File: config.mk
export PLATFORM = sky130hd
export DESIGN_NAME = fib_batch_seq
export DESIGN_NICKNAME = d
export VERILOG_FILES = /design/src/rtl/fib_batch_seq.sv
export SDC_FILE = /design/constraint.sdc
export NUM_CORES = 1
export LEC_CHECK = 0
export BUFFER_PORTS_ARGS = -buffer_cell sky130_fd_sc_hd__buf_2
export CORE_ASPECT_RATIO = 1.4
export CORE_MARGIN = 2
export CORE_UTILIZATION = 51
export CTS_CLUSTER_DIAMETER = 60
export DETAILED_ROUTE_END_ITERATION = 8
export PLACE_DENSITY = 0.77
export SLEW_MARGIN = 40
export SYNTH_ARGS = -nofsm -noshare
export SYNTH_HDL_FRONTEND = slang
export SYNTH_SLANG_ARGS = --single-unit
export TNS_END_PERCENT = 30
File: constraint.sdc
create_clock -name clk -period 3.8 [get_ports clk]
set_input_delay 0.38 -clock clk [delete_from_list [all_inputs] [get_ports clk]]
set_output_delay 0.38 -clock clk [all_outputs]
set_load 0.02 [all_outputs]
File: src/rtl/fib_batch_seq.sv
// Batch sequencer for the fib core: turns one (start, count) command into a run of
// fib parameter transfers and forwards each result downstream with its index and a
// last flag. Each fib handshake is supervised by a timeout that abandons the batch.
module fib_batch_seq #(
    parameter int unsigned DATA_WIDTH  = 32,
    parameter int unsigned COUNT_WIDTH = 16,
    parameter int unsigned TIMEOUT     = 1000
) (
    input  logic                   clk,
    input  logic                   rst_n,
    input  logic [DATA_WIDTH-1:0]  cmd_start,
    input  logic [COUNT_WIDTH-1:0] cmd_count,
    input  logic                   cmd_valid,
    output logic                   cmd_ready,
    output logic [DATA_WIDTH-1:0]  fib_param_data,
    output logic                   fib_param_en,
    input  logic                   fib_param_ack,
    input  logic [DATA_WIDTH-1:0]  fib_result_data,
    input  logic                   fib_result_en,
    output logic                   fib_result_ack,
    output logic [DATA_WIDTH-1:0]  out_data,
    output logic [DATA_WIDTH-1:0]  out_index,
    output logic                   out_last,
    output logic                   out_valid,
    input  logic                   out_ready,
    output logic                   busy,
    output logic                   err
);

    localparam int unsigned TmoW = (TIMEOUT > 0) ? $clog2(TIMEOUT + 1) : 1;

    typedef enum logic [1:0] {StIdle, StSend, StRecv, StEmit} state_e;

    state_e                 state_q, state_d;
    logic [DATA_WIDTH-1:0]  n_q, n_d;
    logic [COUNT_WIDTH-1:0] rem_q, rem_d;
    logic [TmoW-1:0]        tmo_q, tmo_d;
    logic                   err_q, err_d;
    logic                   param_en_q, param_en_d;
    logic                   result_ack_q, result_ack_d;
    logic [DATA_WIDTH-1:0]  out_data_q, out_data_d;
    logic [DATA_WIDTH-1:0]  out_index_q, out_index_d;
    logic                   out_last_q, out_last_d;
    logic                   out_valid_q, out_valid_d;

    logic cmd_acc, param_xfer, result_xfer, out_xfer, last_item, tmo_fire, in_wait;

    assign cmd_acc     = cmd_valid && (state_q == StIdle);
    assign param_xfer  = param_en_q && fib_param_ack;
    assign result_xfer = result_ack_q && fib_result_en;
    assign out_xfer    = out_valid_q && out_ready;
    assign last_item   = (rem_q == COUNT_WIDTH'(1));
    assign in_wait     = (state_q == StSend) || (state_q == StRecv);

    // Expiry is taken on the cycle the counter would reach zero, so a handshake
    // landing on that same edge still wins.
    assign tmo_fire = (TIMEOUT != 0) && (tmo_q == TmoW'(1)) &&
                      (((state_q == StSend) && !param_xfer) ||
                       ((state_q == StRecv) && !result_xfer));

    // State register
    always_ff @(posedge clk) begin
        if (!rst_n) begin
            state_q <= StIdle;
        end else begin
            state_q <= state_d;
        end
    end

    // Next-state decode
    always_comb begin
        state_d = state_q;
        unique case (state_q)
            StIdle: begin
                if (cmd_acc && (cmd_count != '0)) state_d = StSend;
            end
            StSend: begin
                if (param_xfer)    state_d = StRecv;
                else if (tmo_fire) state_d = StIdle;
            end
            StRecv: begin
                if (result_xfer)   state_d = StEmit;
                else if (tmo_fire) state_d = StIdle;
            end
            StEmit: begin
                if (out_xfer) state_d = last_item ? StIdle : StSend;
            end
            default: state_d = StIdle;
        endcase
    end

    // Next values of the registered outputs and batch datapath
    always_comb begin
        n_d         = n_q;
        rem_d       = rem_q;
        tmo_d       = tmo_q;
        err_d       = err_q;
        out_data_d  = out_data_q;
        out_index_d = out_index_q;
        out_last_d  = out_last_q;
        out_valid_d = out_valid_q;
        // Handshake strobes follow the upcoming state so they are registered yet
        // line up exactly with SEND / RECV.
        param_en_d   = (state_d == StSend);
        result_ack_d = (state_d == StRecv);

        if (cmd_acc) begin
            err_d = 1'b0;
            if (cmd_count != '0) begin
                n_d   = cmd_start;
                rem_d = cmd_count;
            end
        end

        if (tmo_fire) err_d = 1'b1;

        if (((state_d == StSend) || (state_d == StRecv)) && (state_d != state_q)) begin
            tmo_d = TmoW'(TIMEOUT);
        end else if (in_wait && (tmo_q != '0)) begin
            tmo_d = tmo_q - 1'b1;
        end

        if (result_xfer) begin
            out_data_d  = fib_result_data;
            out_index_d = n_q;
            out_last_d  = last_item;
            out_valid_d = 1'b1;
        end

        if (out_xfer) begin
            out_valid_d = 1'b0;
            if (!last_item) begin
                n_d   = n_q + 1'b1;
                rem_d = rem_q - 1'b1;
            end
        end
    end

    // Datapath and output registers
    always_ff @(posedge clk) begin
        if (!rst_n) begin
            n_q          <= '0;
            rem_q        <= '0;
            tmo_q        <= '0;
            err_q        <= 1'b0;
            param_en_q   <= 1'b0;
            result_ack_q <= 1'b0;
            out_data_q   <= '0;
            out_index_q  <= '0;
            out_last_q   <= 1'b0;
            out_valid_q  <= 1'b0;
        end else begin
            n_q          <= n_d;
            rem_q        <= rem_d;
            tmo_q        <= tmo_d;
            err_q        <= err_d;
            param_en_q   <= param_en_d;
            result_ack_q <= result_ack_d;
            out_data_q   <= out_data_d;
            out_index_q  <= out_index_d;
            out_last_q   <= out_last_d;
            out_valid_q  <= out_valid_d;
        end
    end

    assign cmd_ready      = (state_q == StIdle);
    assign busy           = (state_q != StIdle);
    assign err            = err_q;
    assign fib_param_data = n_q;
    assign fib_param_en   = param_en_q;
    assign fib_result_ack = result_ack_q;
    assign out_data       = out_data_q;
    assign out_index      = out_index_q;
    assign out_last       = out_last_q;
    assign out_valid      = out_valid_q;

endmodule

==> flow_summary.html <==
<table>
<tr><th>Metric</th><th>Value</th></tr>
<tr><th colspan="2">Synth</th></tr>
<tr><td>Number of warnings issued by yosys</td><td>0</td></tr>
<tr><td>Post-synthesis area per instance</td><td>8.14 um2</td></tr>
<tr><td>Netlist area before placement</td><td>5950 um2</td></tr>
<tr><td>Most area-hungry cell type in the Yosys netlist</td><td>sky130_fd_sc_hd__dfxtp_1</td></tr>
<tr><td>Unique cell type count in the Yosys netlist</td><td>62</td></tr>
<tr><td>Post-synthesis xor/xnor area fraction</td><td>0.0118</td></tr>
<tr><td>EDFF count, synth</td><td>0</td></tr>
<tr><td>Mux contribution to synthesized area</td><td>0.00715</td></tr>
<tr><td>Synth top area share</td><td>0.434</td></tr>
<tr><td>Share of synthesized cell area in full adder, half adder and majority cells</td><td>0.0252</td></tr>
<tr><td>Ranking of synthesized cells by area</td><td>sky130_fd_sc_hd__dfxtp_1, sky130_fd_sc_hd__nand2_1, sky130_fd_sc_hd__a21boi_0</td></tr>
<tr><td>Synth Instances</td><td>731</td></tr>
<tr><td>Net count after synthesis</td><td>829</td></tr>
<tr><td>Compound-cell area share of the yosys netlist</td><td>0.237</td></tr>
<tr><td>Share of synthesized area occupied by flip-flops and latches</td><td>0.434</td></tr>
<tr><td>Post-synth top flop</td><td>sky130_fd_sc_hd__dfxtp_1</td></tr>
<tr><td>Fraction of synthesis flops using an asynchronous set or reset pin</td><td>0</td></tr>
<tr><td>Post-Synth Simple-Gate Area</td><td>0.250</td></tr>
<tr><td>Count of state elements after synthesis</td><td>129</td></tr>
<tr><td>Largest family of logic cells by synthesized area</td><td>simple AND/OR/NAND/NOR gates</td></tr>
<tr><th colspan="2">Floorplanning</th></tr>
<tr><td>Effective utilization at floorplan</td><td>0.525</td></tr>
<tr><td>CORE AREA</td><td>11300 um2</td></tr>
<tr><td>Number of placement rows</td><td>46</td></tr>
<tr><td>Full die area</td><td>12600 um2</td></tr>
<tr><td>Number of I/O pins</td><td>189</td></tr>
<tr><td>Die Span X</td><td>95.3 um</td></tr>
<tr><td>Vertical die dimension</td><td>132 um</td></tr>
<tr><th colspan="2">Global routing</th></tr>
<tr><td>Initial antenna violation count</td><td>0</td></tr>
<tr><td>Met1 track demand over resource</td><td>0.312</td></tr>
<tr><td>Vias in the first global route</td><td>5831</td></tr>
<tr><td>Wire length of the first global-routing pass</td><td>28400 um</td></tr>
<tr><td>Congestion Overflow GR</td><td>0</td></tr>
<tr><td>Pin count of the biggest net entering global routing</td><td>66</td></tr>
<tr><td>GRT busiest layer</td><td>met2</td></tr>
<tr><td>Met3 usage in global routing</td><td>0.0778</td></tr>
<tr><td>Total routing usage reported by global routing</td><td>0.283</td></tr>
<tr><td>M2 GR Usage</td><td>0.504</td></tr>
<tr><th colspan="2">STA</th></tr>
<tr><td>Setup slack of the critical path after layout</td><td>0.729 ns</td></tr>
<tr><td>Setup Skew</td><td>0.00499 ns</td></tr>
<tr><td>RSZ-0062 raised after global routing</td><td>false</td></tr>
<tr><td>Number of failing setup endpoints in the final timing report</td><td>0</td></tr>
<tr><td>Sum Neg Setup Slack</td><td>0 ns</td></tr>
<tr><td>Min Clock Period, post-route</td><td>3.07 ns</td></tr>
<tr><td>Achievable Freq</td><td>326 MHz</td></tr>
<tr><td>Relative slew slack</td><td>0.513</td></tr>
<tr><td>Number of max-slew violations in the final report</td><td>0</td></tr>
<tr><td>Worst-margin pin slew</td><td>0.720 ns</td></tr>
<tr><td>Period utilisation layout</td><td>0.808</td></tr>
<tr><td>Total count of hold-check failures in the final report</td><td>0</td></tr>
<tr><th colspan="2">Clock network</th></tr>
<tr><td>Number of buffers created by CTS</td><td>17</td></tr>
<tr><td>Maximum count of clock buffers along a single path</td><td>2</td></tr>
<tr><td>Cts hold-fix bufs</td><td>0</td></tr>
<tr><td>TritonCTS clock tree</td><td>done</td></tr>
<tr><td>TritonCTS sink count</td><td>129</td></tr>
<tr><td>Later-pin clock latency in the skew report</td><td>0.41 ns</td></tr>
<tr><td>Number of buffers inserted by post-CTS setup repair</td><td>0</td></tr>
<tr><td>PostCTS Resize Cnt</td><td>0</td></tr>
<tr><td>H-tree level count</td><td>4</td></tr>
<tr><td>Clock tree root driver cell</td><td>sky130_fd_sc_hd__clkbuf_16</td></tr>
<tr><td>Register clock-pin slew on the reported worst setup and hold paths</td><td>0.06 ns</td></tr>
<tr><th colspan="2">Drt</th></tr>
<tr><td>Number of DRC violations after detailed-routing iteration 0</td><td>512</td></tr>
<tr><td>Number of search-and-repair iterations in the first detailed-routing pass</td><td>7</td></tr>
<tr><td>Routed vias</td><td>6125</td></tr>
<tr><td>Post-route DRC</td><td>0</td></tr>
<tr><td>Via count normalized by instance count</td><td>5.78</td></tr>
<tr><td>Number of nets with antenna violations after detailed routing</td><td>0</td></tr>
<tr><td>Per-cell routed wire length</td><td>17.1 um</td></tr>
<tr><td>Wire length reported by the detailed router</td><td>18100 um</td></tr>
<tr><th colspan="2">Place</th></tr>
<tr><td>I/O Buffers</td><td>188</td></tr>
<tr><td>Detailed placer's ending HPWL</td><td>12700 um</td></tr>
<tr><td>Placed inst area</td><td>6980 um2</td></tr>
<tr><td>Worst setup timing slack at the placement stage</td><td>0.775 ns</td></tr>
<tr><td>Routability Congestion</td><td>0.857</td></tr>
<tr><th colspan="2">Worst setup path</th></tr>
<tr><td>Critical R2R Capture</td><td>rem_q[10]</td></tr>
<tr><td>CP Launch Type</td><td>register</td></tr>
<tr><td>Number of cells on the worst reg-to-reg path</td><td>9</td></tr>
<tr><td>Chain of cells forming the critical path</td><td>inv_1 &gt; ha_1 &gt; nand2_1 &gt; a41oi_1 &gt; buf_4 &gt; and2_1 &gt; buf_4 &gt; o2bb2a_1 &gt; a21boi_0</td></tr>
<tr><td>CP max stage cell</td><td>sky130_fd_sc_hd__ha_1</td></tr>
<tr><td>Maximum cell stage delay along the critical path</td><td>0.43 ns</td></tr>
<tr><td>Number of buffers and inverters on the critical path</td><td>3</td></tr>
<tr><td>Beginning of the worst register-to-register path</td><td>state_q[0]</td></tr>
<tr><td>Crit path kind</td><td>register to register</td></tr>
<tr><td>Destination of the critical timing path</td><td>rem_q[10]</td></tr>
<tr><td>Top Family by Delay on Critical Path</td><td>compound AO/OA/AOI/OAI gates</td></tr>
<tr><td>Worst Setup SP</td><td>state_q[0]</td></tr>
<tr><td>Flop2flop setup slack</td><td>0.73 ns</td></tr>
<tr><td>Stages on worst setup path</td><td>9</td></tr>
<tr><td>CP arrival</td><td>3.40 ns</td></tr>
<tr><td>Crit. End Element</td><td>register</td></tr>
<tr><td>Critical Path Most Common Cell</td><td>sky130_fd_sc_hd__buf_4</td></tr>
<tr><td>Data required, critical path</td><td>4.13 ns</td></tr>
<tr><td>Max FO, Critical Path</td><td>34</td></tr>
<tr><th colspan="2">Power</th></tr>
<tr><td>Worst VDD drop</td><td>0.451 mV</td></tr>
<tr><td>Power per cell area</td><td>670 nW/um2</td></tr>
<tr><td>Leakage power of the design</td><td>3.20 nW</td></tr>
<tr><th colspan="2">Finish</th></tr>
<tr><td>Number of nets in the finished design</td><td>1001</td></tr>
<tr><td>Fraction of layout cells with a size suffix above 1</td><td>0.263</td></tr>
<tr><td>Final std cell area, no fill</td><td>7580 um2</td></tr>
<tr><td>Diodes inserted</td><td>0</td></tr>
<tr><td>Area overhead of the layout relative to synthesis</td><td>27.4%</td></tr>
<tr><td>Count of fill cells added during filler insertion</td><td>978</td></tr>
<tr><th colspan="2">Flow run</th></tr>
<tr><td>Count of maximum capacitance violations</td><td>0</td></tr>
<tr><th colspan="2">Worst hold path</th></tr>
<tr><td>Type of the tightest min-delay check</td><td>primary input to register</td></tr>
<tr><th colspan="2">Status</th></tr>
<tr><td>Result of the run</td><td>complete, no violations</td></tr>
</table>
## layout make-up
type                       count  area [um2]  share of cell area
sequential                   129        2580               0.341
clock buffer                  21         440              0.0581
multi-input combinational    548        3200               0.422
inverter                      11        41.3             0.00545
tap                          144         180              0.0238
timing repair buffer         196        1000               0.132
clock inverter                11         139              0.0183
## sequential cells by signal, summed over array words and instances, names as in the netlist
signal / count
fib_result_ack: 1
err: 1
tmo_q: 10
out_last: 1
out_index: 32
out_data: 32
out_valid: 1
fib_param_data: 32
state_q: 2
rem_q: 16
fib_param_en: 1
## layer usage
metal / routed length (um) / share of wire
met1: 6860 / 0.38
met2: 9400 / 0.52
met3: 1350 / 0.075
met4: 513 / 0.028
met5: 0 / 0
## cell families after synthesis
| kind of cell | count (synthesis) |
|---|---|
| xor+xnor | 8 |
| compound gates | 213 |
| flops | 129 |
| fa+ha+maj | 12 |
| simple gates | 311 |
| buf+inv | 54 |
| mux | 4 |
## power by group
part,total [W],switching (W),leakage [nW],internal [W]
Clock,0.00161,0.000586,0.281,0.00102
Combinational,0.00165,0.00102,1.87,0.000623
Sequential,0.00182,0.000259,1.05,0.00156
Total,0.00508,0.00187,3.20,0.00321
## worst min-delay path: stages
cell	delay [ns]
sky130_fd_sc_hd__buf_2	0.09
sky130_fd_sc_hd__nand2_1	0.04
sky130_fd_sc_hd__a21boi_0	0.06
## through the flow
stage	utilization	cells	hold slack [ns]	power (W)
finish	0.669	1060	0.210	0.00508
global placement	0.616	1028	0.441	0.00334
CTS	0.667	1060	0.197	0.00505
detailed placement	0.616	1028	0.444	0.00343
floorplan	-	731	0.441	0.00294
global route	0.669	1060	0.200	0.00536
## worst min-delay path by stage
| stage | from | to | cells after the start |
|---|---|---|---|
| floorplan | rem_q[12] | rem_q[12] | 1 |
| global placement | out_index[0] | out_index[0] | 2 |
| detailed placement | out_index[21] | out_index[21] | 2 |
| CTS | cmd_start[8] | fib_param_data[8] | 3 |
| global route | cmd_start[8] | fib_param_data[8] | 3 |
| finish | fib_result_data[26] | out_data[26] | 3 |
## Yosys cell counts (6+ instances only)
cell / number
sky130_fd_sc_hd__clkbuf_1: 33
sky130_fd_sc_hd__and2_1: 12
sky130_fd_sc_hd__a211oi_1: 15
sky130_fd_sc_hd__nor2_1: 39
sky130_fd_sc_hd__buf_1: 7
sky130_fd_sc_hd__nand2_1: 160
sky130_fd_sc_hd__a21boi_1: 6
sky130_fd_sc_hd__a21oi_1: 59
sky130_fd_sc_hd__and3_1: 20
sky130_fd_sc_hd__nor3_1: 26
sky130_fd_sc_hd__ha_1: 12
sky130_fd_sc_hd__a21boi_0: 49
sky130_fd_sc_hd__a311oi_1: 7
sky130_fd_sc_hd__nor4_1: 10
sky130_fd_sc_hd__inv_1: 11
sky130_fd_sc_hd__nand3_1: 11
sky130_fd_sc_hd__dfxtp_1: 129
sky130_fd_sc_hd__o21ai_0: 34
## layout by cell type, fill, tap and decap left out, types with 11 or more instances in the layout
cell                        netlist  routed
sky130_fd_sc_hd__a21oi_1         59      59
sky130_fd_sc_hd__ha_1            12      12
sky130_fd_sc_hd__and2_1          12      11
sky130_fd_sc_hd__nor3_1          26      26
sky130_fd_sc_hd__a211oi_1        15      15
sky130_fd_sc_hd__buf_2            3     188
sky130_fd_sc_hd__nand3_1         11      11
sky130_fd_sc_hd__and3_1          20      20
sky130_fd_sc_hd__nor2_1          39      38
sky130_fd_sc_hd__dfxtp_1        129     129
sky130_fd_sc_hd__o21ai_0         34      34
sky130_fd_sc_hd__clkbuf_16        0      17
sky130_fd_sc_hd__inv_1           11      11
sky130_fd_sc_hd__nand2_1        160     158
sky130_fd_sc_hd__a21boi_0        49      49
(Power assumes the default switching activity.)
